==> src/rtl/rf_wb_pkg.sv <==
`default_nettype none
// ============================================================================
// rf_wb_pkg : shared types and constants for the register-file write-back path
// Rev 1.0
// ============================================================================
package rf_wb_pkg;

  localparam int XLEN   = 32;
  localparam int REG_AW = 5;

  typedef struct packed {
    logic [REG_AW-1:0] rd;
    logic [XLEN-1:0]   data;
  } wb_req_t;

  typedef enum logic [1:0] {
    SEL_NONE = 2'd0,
    SEL_ALU  = 2'd1,
    SEL_FIFO = 2'd2
  } sel_e;

endpackage
`default_nettype wire

==> src/rtl/rf_writeback_arbiter_if.sv <==
`default_nettype none
// ============================================================================
// rf_writeback_arbiter_if : ALU / LSU result inputs and register-file write port
// busy_regs is present only when WB_SCOREBOARD_EN is defined.  Rev 1.0
// ============================================================================
interface rf_writeback_arbiter_if;
  import rf_wb_pkg::*;

  logic              alu_valid;
  logic [REG_AW-1:0] alu_rd;
  logic [XLEN-1:0]   alu_data;
  logic              alu_stall;
  logic              lsu_valid;
  logic              lsu_ready;
  logic [REG_AW-1:0] lsu_rd;
  logic [XLEN-1:0]   lsu_data;
  logic              rf_we;
  logic [REG_AW-1:0] rf_rd;
  logic [XLEN-1:0]   rf_wdata;
`ifdef WB_SCOREBOARD_EN
  logic [2**REG_AW-1:0] busy_regs;
`endif

  modport master (
    output alu_valid, alu_rd, alu_data, lsu_valid, lsu_rd, lsu_data,
    input  alu_stall, lsu_ready, rf_we, rf_rd, rf_wdata
`ifdef WB_SCOREBOARD_EN
    , input busy_regs
`endif
  );

  modport slave (
    input  alu_valid, alu_rd, alu_data, lsu_valid, lsu_rd, lsu_data,
    output alu_stall, lsu_ready, rf_we, rf_rd, rf_wdata
`ifdef WB_SCOREBOARD_EN
    , output busy_regs
`endif
  );

endinterface
`default_nettype wire

==> src/rtl/rf_wb_fifo.sv <==
`default_nettype none
// ============================================================================
// rf_wb_fifo : synchronous FIFO of write-back requests, no fall-through
// Rev 1.0
// ============================================================================
module rf_wb_fifo
  import rf_wb_pkg::*;
#(
  parameter int DEPTH = 4
) (
  input  wire logic    clk,
  input  wire logic    rst,
  input  wire logic    i_push,
  input  wire wb_req_t i_din,
  input  wire logic    i_pop,
  output logic         o_full,
  output logic         o_empty,
  output wb_req_t      o_head
);

  localparam int AW = $clog2(DEPTH);

  wb_req_t         r_mem [DEPTH];
  logic [AW-1:0]   r_wr_ptr;
  logic [AW-1:0]   r_rd_ptr;
  logic [AW:0]     r_count;
  logic            w_push_ok;
  logic            w_pop_ok;

  assign o_full    = (r_count == (AW+1)'(DEPTH));
  assign o_empty   = (r_count == '0);
  assign o_head    = r_mem[r_rd_ptr];
  assign w_push_ok = i_push && !o_full;
  assign w_pop_ok  = i_pop && !o_empty;

  always_ff @(posedge clk) begin
    if (w_push_ok) r_mem[r_wr_ptr] <= i_din;
  end

  // Pointers wrap naturally because DEPTH is a power of two.
  always_ff @(posedge clk or posedge rst) begin
    if (rst) begin
      r_wr_ptr <= '0;
      r_rd_ptr <= '0;
      r_count  <= '0;
    end else begin
      if (w_push_ok) r_wr_ptr <= r_wr_ptr + 1'b1;
      if (w_pop_ok)  r_rd_ptr <= r_rd_ptr + 1'b1;
      case ({w_push_ok, w_pop_ok})
        2'b10:   r_count <= r_count + 1'b1;
        2'b01:   r_count <= r_count - 1'b1;
        default: r_count <= r_count;
      endcase
    end
  end

endmodule
`default_nettype wire

==> src/rtl/rf_writeback_arbiter.sv <==
`default_nettype none
// ============================================================================
// rf_writeback_arbiter : merges ALU and buffered LSU/MUL results onto the RF
// write port. Optional busy_regs scoreboard under WB_SCOREBOARD_EN.  Rev 1.0
// ============================================================================
module rf_writeback_arbiter
  import rf_wb_pkg::*;
#(
  parameter int FIFO_DEPTH = 4,
  parameter int STARVE_MAX = 8
) (
  input  wire logic              clk,
  input  wire logic              reset,
  rf_writeback_arbiter_if.slave  wb
);

  localparam int SW = $clog2(STARVE_MAX + 1);

  sel_e              w_sel;
  wb_req_t           w_head;
  wb_req_t           w_lsu_req;
  wb_req_t           w_win;
  logic              w_full;
  logic              w_empty;
  logic              w_push;
  logic              w_pop;
  logic              w_stall;
  logic [SW-1:0]     r_starve;
  logic              r_we;
  logic [REG_AW-1:0] r_rd;
  logic [XLEN-1:0]   r_wdata;

  assign w_lsu_req = '{rd: wb.lsu_rd, data: wb.lsu_data};
  assign w_push    = wb.lsu_valid && !w_full;
  assign w_stall   = (r_starve == SW'(STARVE_MAX));
  assign w_pop     = (w_sel == SEL_FIFO);

  rf_wb_fifo #(.DEPTH(FIFO_DEPTH)) u_fifo (
    .clk     (clk),
    .rst     (reset),
    .i_push  (w_push),
    .i_din   (w_lsu_req),
    .i_pop   (w_pop),
    .o_full  (w_full),
    .o_empty (w_empty),
    .o_head  (w_head)
  );

  always_comb begin
    w_sel = SEL_NONE;
    if (w_stall && !w_empty)  w_sel = SEL_FIFO;
    else if (wb.alu_valid)    w_sel = SEL_ALU;
    else if (!w_empty)        w_sel = SEL_FIFO;
  end

  always_comb begin
    w_win = w_head;
    if (w_sel == SEL_ALU) w_win = '{rd: wb.alu_rd, data: wb.alu_data};
  end

  // Counts cycles the FIFO head has been passed over; saturation forces one pop.
  always_ff @(posedge clk or posedge reset) begin
    if (reset) begin
      r_starve <= '0;
    end else if (w_empty || w_pop) begin
      r_starve <= '0;
    end else if (!w_stall) begin
      r_starve <= r_starve + 1'b1;
    end
  end

  always_ff @(posedge clk or posedge reset) begin
    if (reset) begin
      r_we    <= 1'b0;
      r_rd    <= '0;
      r_wdata <= '0;
    end else begin
      r_we <= (w_sel != SEL_NONE) && (w_win.rd != '0);
      if (w_sel != SEL_NONE) begin
        r_rd    <= w_win.rd;
        r_wdata <= w_win.data;
      end
    end
  end

  assign wb.alu_stall = w_stall;
  assign wb.lsu_ready = !w_full;
  assign wb.rf_we     = r_we;
  assign wb.rf_rd     = r_rd;
  assign wb.rf_wdata  = r_wdata;

`ifdef WB_SCOREBOARD_EN
  localparam int NREG = 2**REG_AW;
  localparam int CW   = $clog2(FIFO_DEPTH + 1);

  logic [NREG-1:0] w_busy;

  assign w_busy[0] = 1'b0;

  // One occupancy counter per register: entries in the FIFO targeting it.
  for (genvar r = 1; r < NREG; r++) begin : g_sb
    logic [CW-1:0] r_cnt;
    logic          w_inc;
    logic          w_dec;

    assign w_inc = w_push && (wb.lsu_rd == REG_AW'(r));
    assign w_dec = w_pop && (w_head.rd == REG_AW'(r));

    always_ff @(posedge clk or posedge reset) begin
      if (reset) begin
        r_cnt <= '0;
      end else if (w_inc && !w_dec) begin
        r_cnt <= r_cnt + 1'b1;
      end else if (w_dec && !w_inc) begin
        r_cnt <= r_cnt - 1'b1;
      end
    end

    assign w_busy[r] = |r_cnt;
  end

  assign wb.busy_regs = w_busy;
`endif

endmodule
`default_nettype wire

==> src/flat_wrapper.sv <==
// flat-port wrapper written by rule: the top's interface ports become plain ports
module rf_writeback_arbiter_flat import rf_wb_pkg::*;
#(
  parameter int FIFO_DEPTH = 4,
  parameter int STARVE_MAX = 8
)
  (clk, reset, wb_alu_valid, wb_alu_rd, wb_alu_data, wb_lsu_valid, wb_lsu_rd, wb_lsu_data, wb_alu_stall, wb_lsu_ready, wb_rf_we, wb_rf_rd, wb_rf_wdata);
  rf_writeback_arbiter_if wb_i ();
  input  wire logic clk;
  input  wire logic reset;
  input wire logic [$bits(wb_i.alu_valid)-1:0] wb_alu_valid;
  input wire logic [$bits(wb_i.alu_rd)-1:0] wb_alu_rd;
  input wire logic [$bits(wb_i.alu_data)-1:0] wb_alu_data;
  input wire logic [$bits(wb_i.lsu_valid)-1:0] wb_lsu_valid;
  input wire logic [$bits(wb_i.lsu_rd)-1:0] wb_lsu_rd;
  input wire logic [$bits(wb_i.lsu_data)-1:0] wb_lsu_data;
  output wire logic [$bits(wb_i.alu_stall)-1:0] wb_alu_stall;
  output wire logic [$bits(wb_i.lsu_ready)-1:0] wb_lsu_ready;
  output wire logic [$bits(wb_i.rf_we)-1:0] wb_rf_we;
  output wire logic [$bits(wb_i.rf_rd)-1:0] wb_rf_rd;
  output wire logic [$bits(wb_i.rf_wdata)-1:0] wb_rf_wdata;
  assign wb_i.alu_valid = wb_alu_valid;
  assign wb_i.alu_rd = wb_alu_rd;
  assign wb_i.alu_data = wb_alu_data;
  assign wb_i.lsu_valid = wb_lsu_valid;
  assign wb_i.lsu_rd = wb_lsu_rd;
  assign wb_i.lsu_data = wb_lsu_data;
  assign wb_alu_stall = wb_i.alu_stall;
  assign wb_lsu_ready = wb_i.lsu_ready;
  assign wb_rf_we = wb_i.rf_we;
  assign wb_rf_rd = wb_i.rf_rd;
  assign wb_rf_wdata = wb_i.rf_wdata;
  rf_writeback_arbiter #(.FIFO_DEPTH(FIFO_DEPTH), .STARVE_MAX(STARVE_MAX)) u_core (.clk(clk), .reset(reset), .wb(wb_i));
endmodule
==> config.mk <==
export PLATFORM = sky130hd
export DESIGN_NAME = rf_writeback_arbiter_flat
export DESIGN_NICKNAME = d
export VERILOG_FILES = /design/src/rtl/rf_wb_pkg.sv /design/src/rtl/rf_writeback_arbiter_if.sv /design/src/rtl/rf_wb_fifo.sv /design/src/rtl/rf_writeback_arbiter.sv /design/src/flat_wrapper.sv
export SDC_FILE = /design/constraint.sdc
export NUM_CORES = 1
export LEC_CHECK = 0
export ABC_CLOCK_PERIOD_IN_PS = 3100
export CAP_MARGIN = 20
export CORE_MARGIN = 2
export CORE_UTILIZATION = 40
export CTS_CLUSTER_DIAMETER = 60
export DETAILED_ROUTE_END_ITERATION = 12
export DONT_BUFFER_PORTS = 1
export GPL_ROUTABILITY_DRIVEN = 0
export PLACE_DENSITY = 0.65
export SYNTH_ARGS = -nofsm -noshare
export SYNTH_HDL_FRONTEND = slang
export SYNTH_SLANG_ARGS = --single-unit
==> constraint.sdc <==
create_clock -name clk -period 3.1 [get_ports clk]
set_clock_uncertainty 0.15 [all_clocks]
set_input_delay 0.62 -clock clk [delete_from_list [all_inputs] [get_ports clk]]
set_output_delay 0.62 -clock clk [all_outputs]
set_load 0.01 [all_outputs]
Yosys cells after proc, flatten, opt, wreduce, memory -nomap -nowiden
Memories as Yosys holds them, arrays and structs flattened.
Index checks and enable logic that the tools add are counted.
- bits in registers: 49
- bits in writable memories: 148
- input port bits: 78
- output and inout bits: 40
- word-level logic and storage cells: 41
- memories kept: 1
- $add $sub $neg: 5
- equality and inequality tests: 7
- muxes and demuxes: 9
- reduce and logical (&&, ||, !) cells: 12
- memory list (name ; words ; width ; rd ports ; clocked after Yosys merged registers in ; wr ports ; RTL line ; text):
    u_core.u_fifo.r_mem ; 4 ; 37 ; 1 ; 0 ; 1 ; rf_wb_fifo.sv:23 ; wb_req_t r_mem [DEPTH];
- operators by type and width (kind ; number):
    $mux W37 ; 1
    $mux W4 ; 2
    $mux W2 ; 3
    $pmux W3 S2 ; 1
    $logic_and A1 B1 Y1 ; 5
    $reduce_bool A5 Y1 ; 1
    $add A2 B1 Y2 const B ; 2
    $add A4 B1 Y4 const B ; 1
    $eq A2 B1 Y1 const B ; 2
    $eq A2 B2 Y1 const B ; 2
    $eq A4 B4 Y1 const B ; 1
    $reduce_bool A2 Y1 ; 2
    $add A3 B1 Y3 const B ; 1
    $eq A3 B3 Y1 const B ; 1
    $logic_not A3 Y1 ; 1
    $sub A3 B1 Y3 const B ; 1
    $logic_not A1 Y1 ; 2
    $mux W1 ; 2
    $ne A2 B2 Y1 const B ; 1
    $logic_or A1 B1 Y1 ; 1

Depth between registers and ports, before layout
- depth in word-level cells: 8
- mapped depth: 9
- mapped depth without buffers: 9

Cells and area by module
From an unflattened synthesis, not the netlist that was laid out.
- cells, all modules: 427
- area, all modules: 8008.9 µm²
- modules (own cells, without submodules) (module ; instances ; cells an instance ; area each (µm²) ; sequential area each (µm²)):
    rf_wb_fifo ; 1 ; 231 ; 5759.3 ; 4619.4
    rf_writeback_arbiter ; 1 ; 196 ; 2249.7 ; 1051.0

Worst setup path before layout
No wires, ideal clock.
- kind: flip-flop to flip-flop
- start point: register u_core.r_starve[0]
- end point: register u_core.u_fifo.r_count[1]
- library setup time: 0.125 ns
- data arrival time: 1.893 ns
- required time: 2.825 ns
- path slack: 0.932 ns
- cell stages (with the launch flop): 8
- path buffers: 0
- clock period less this slack: 2.168 ns
- path through: dfrtp_1 inv_1 ha_1 nand3b_1 a21oi_1 ha_1 fa_1 mux2_2
- word-level cells in the longest chain between the ends: 7
- elaborated cells between the ends (all ways): 9
- classes of those cells: eq/ne: 4; mux: 2; reduce/logical: 3
- ends and longest elaborated chain (element ; RTL line ; text):
    start: declaration ; rf_writeback_arbiter.sv:28 ; logic [SW-1:0] r_starve;
    start signal: assignment ; rf_writeback_arbiter.sv:68 ; r_starve <= r_starve + 1'b1;
    $eq A4 B4 Y1 * ; rf_writeback_arbiter.sv:35 ; assign w_stall = (r_starve == SW'(STARVE_MAX));
    $logic_and A1 B1 Y1 * ; rf_writeback_arbiter.sv:51 ; if (w_stall && !w_empty) w_sel = SEL_FIFO;
    $mux W2 * ; rf_writeback_arbiter.sv:51 ;
    $eq A2 B2 Y1 * ; rf_writeback_arbiter.sv:36 ; assign w_pop = (w_sel == SEL_FIFO);
    $logic_and A1 B1 Y1 * ; rf_wb_fifo.sv:34 ; assign w_pop_ok = i_pop && !o_empty;
    named net u_core.u_fifo.w_pop_ok ; rf_wb_fifo.sv:28 ; logic w_pop_ok;
    $eq A2 B1 Y1 / $eq A2 B2 Y1 (equally long branches) ; rf_wb_fifo.sv:49 ; case ({w_push_ok, w_pop_ok})
    $pmux W3 S2 / $reduce_bool A2 Y1 (equally long branches) ; n/a ;
    end signal: assignment ; rf_wb_fifo.sv:50 ; 2'b10: r_count <= r_count + 1'b1;
    end signal: assignment ; rf_wb_fifo.sv:51 ; 2'b01: r_count <= r_count - 1'b1;
    end signal: assignment ; rf_wb_fifo.sv:52 ; default: r_count <= r_count;
    end: declaration ; rf_wb_fifo.sv:26 ; logic [AW:0] r_count;
Mark *: on every way through the listed nets, which the timed path passes. The rest lies on a longest branch.
A chain may end at the register's enable or synchronous reset.

Worst setup path in the final report
Same ends and word-level chain as after synthesis.

==> summary.md <==
| Metric | Value |
|---|---|
| Diode count | 0 |
| I/O pin cnt | 118 |
| Post-route ant nets | 0 |
| Synth Cell Area | 7670 um2 |
| Worst vdd ir | 0.000468 V |
| Worst Max-Slew Pin Slew | 604 ps |
| EDFF count, synth | 148 |
| Initial Util | 0.408 |
| Hold Startpoint | wb_lsu_data[24] |
| F_max | 395 MHz |
| Tmin final | 2530 ps |
| Top_reg_cell synth | edfxtp_1 |
| Largest net degree at the start of global routing | 51 |
| Initial antenna violation count | 0 |
| Clock tree buffer depth | 2 |
| DRT Wirelength | 14500 um |
| Mapped Avg Cell Area | 18.4 um2 |
| Post-route non-filler standard cell count | 677 |
| Global-route wire length before repair | 22100 um |
| Synthesized net count | 503 |
| Core Rows | 50 |
| Num CTS Buffers | 17 |
| RSZ-0062 raised after global routing | no |
| DR vias/cell | 5.26 |
| Net count, final | 516 |
| Iter 0 DRT Violations | 224 |
| LEAKAGE | 3.02 nW |
| Final hold vios | 0 |
| Chip Height | 142 um |
| RR Startpoint | u_core.r_starve[0] |
| Reg power frac | 0.511 |
| Hold WC Path Type | primary input to flip-flop |
| Total power draw | 7.93 mW |
| Fin. max-slew vios | 0 |
| Cell count after synthesis | 417 |
| Worst-path maximum fanout | 5 |
| Yosys reg bits | 197 |
| Die area | 20300 um2 |
| Clock transition at the registers of the reported paths | 70 ps |
| Max_slew headroom | 0.594 |
| GRT overflow | 0 |
| Number of H-tree levels | 4 |
| P&R area growth vs syn | 12.5% |
| PD cells | 920 nW/um2 |
| CP startpoint | u_core.r_starve[0] |
| Skew-Pair Late Insertion Delay | 420 ps |
| Setup crit end kind | flip-flop |
| Netlist cell types | 28 |
| TritonCTS Sinks | 197 |
| Int Pwr | 5.51 mW |
| Logic pwr share | 0.227 |
| Status | completed |
| Final Setup Violations | 0 |
| CTS tree | done |
| Clk pwr share | 0.262 |
| Detailed placement HPWL | 9330 um |
| IO Port Bufs | 0 |
| Fin crit share | 0.816 |
| Core area | 18800 um2 |
| Setup CP Type | flip-flop to flip-flop |
| Fraction of registers with async set/reset | 0.249 |
| Ranking of synthesized cells by area | edfxtp_1, dfrtp_1, mux4_2 |
| DIE WIDTH | 142 um |
| Cts repair resizes | 0 |
| Routed vias | 3560 |
| Clock root buffer | clkbuf_16 |
| Worst path arrival time | 2690 ps |
| Setup TNS | 0 ps |
| # DRC | 0 |
| Cells after DPL | 644 |
| Required @ worst endpoint | 3250 ps |
| Yosys top cell area share | 0.580 |
| Layout cells sized above 1 | 0.199 |
| NetSw | 2.42 mW |
| Total GRT Usage | 0.149 |
| Net Sw Frac | 0.305 |
| Worst Setup Start Kind | flip-flop |
| Register area share after synthesis | 0.740 |
| Max-cap viol count | 0 |
| Vias in the first global route | 3905 |
| Synth warnings | 0 |
| Area leader, netlist | edfxtp_1 |
| Drt wl/cell | 21.3 um |
| Drt pass-1 iters | 4 |
## cell usage in the layout, fill, tap and decap left out, drive strengths merged, types with 5 or more instances in the layout
cell type and n:
buf 12, clkbuf 17, clkinv 6, dfrtp 49, edfxtp 148, ha 7
inv 15, mux2i 36, mux4 37, nand2 40, nor2 9, o21ai 40
xnor2 5
## final timing paths
path,end,slack [ps],cells after the start
worst max-delay path,u_core.u_fifo.r_count[1],570,7
worst min-delay path,u_core.u_fifo.r_mem[0][24],130,0
worst max register to register,u_core.u_fifo.r_count[1],570,7
worst min register to register,u_core.r_starve[0],350,1
max in group asynchronous,u_core.u_fifo.r_rd_ptr[1],1420,3
min in group asynchronous,u_core.wb.rf_wdata[20],560,2
## worst max-delay path: stages (launching register included)
cell	delay, ps
dfrtp_1	410
inv_1	70
ha_1	150
nand3b_1	210
a21oi_1	460
ha_1	290
fa_1	420
mux2_2	270
## power by group through the flow
stage | clock network, mW | registers (mW) | logic (mW)
2_1_floorplan | 0 | 3.98 | 1.39
3_3_place_gp | 0 | 4.08 | 1.82
3_5_place_dp | 0 | 4.12 | 1.86
4_1_cts | 2.14 | 4.07 | 1.86
5_1_grt | 2.24 | 4.13 | 2.02
6_report | 2.08 | 4.05 | 1.80
## per-stage QoR
step	hold WS (ps)	setup WS [ps]	utilization	cell area [um2]
final	132	569	0.459	8620
after global routing	106	366	0.459	8620
after CTS	107	539	0.459	8620
after detailed placement	341	559	0.429	8040
after global placement	314	689	0.429	8040
after floorplan	303	932	-	7670
## state kept, by name, indices dropped and copies added, names as in the netlist
name,cells
u_core.wb.rf_rd,5
u_core.wb.rf_we,1
u_core.u_fifo.r_mem,148
u_core.wb.rf_wdata,32
u_core.r_starve,4
u_core.u_fifo.r_count,3
u_core.u_fifo.r_wr_ptr,2
u_core.u_fifo.r_rd_ptr,2
## kinds of logic (layout without fill, tap and decap cells)
| group | Yosys count | after routing | synth area share |
|---|---|---|---|
| compound gates | 43 | 43 | 0.0284 |
| simple gates | 60 | 60 | 0.0330 |
| fa+ha+maj | 8 | 8 | 0.0140 |
| xor+xnor | 8 | 8 | 0.00914 |
| mux | 75 | 75 | 0.160 |
| flops | 197 | 197 | 0.740 |
| buf+inv | 26 | 52 | 0.0157 |
## routing by layer
| layer | vias up | wire (um) | global-route usage |
|---|---|---|---|
| met3 | 10 | 1040 | 0.0545 |
| met4 | 0 | 136 | 0.0438 |
| met2 | 87 | 7260 | 0.250 |
| met1 | 1823 | 6010 | 0.182 |
| li1 | 1640 | - | - |
| met5 | - | 0 | 0 |
## cells in the mapped netlist, types with 3 or more instances
master / n
nand2_1: 40
ha_1: 7
o21ai_0: 38
buf_2: 6
mux4_1: 3
nor2_1: 9
xnor2_1: 5
xor2_1: 3
mux4_2: 34
edfxtp_1: 148
inv_1: 7
dfrtp_1: 49
clkbuf_1: 8
mux2i_1: 36
and3_1: 4
## area by class of cell
class / count / area [um2]
clock buffer: 17 / 425
clock inverter: 15 / 141
fill: 1581 / 10100
inverter: 7 / 26.3
multi-input combinational: 194 / 1900
sequential: 197 / 5670
tap: 234 / 293
timing repair buffer: 13 / 163
## repair_timing
| item | 4_1_cts | 5_1_grt |
|---|---|---|
| endpoints found under the hold margin | 26 | 0 |
| hold buffers | 1 | 0 |
| buffers inserted | 0 | 0 |
Power figures use the tool's default switching activity.
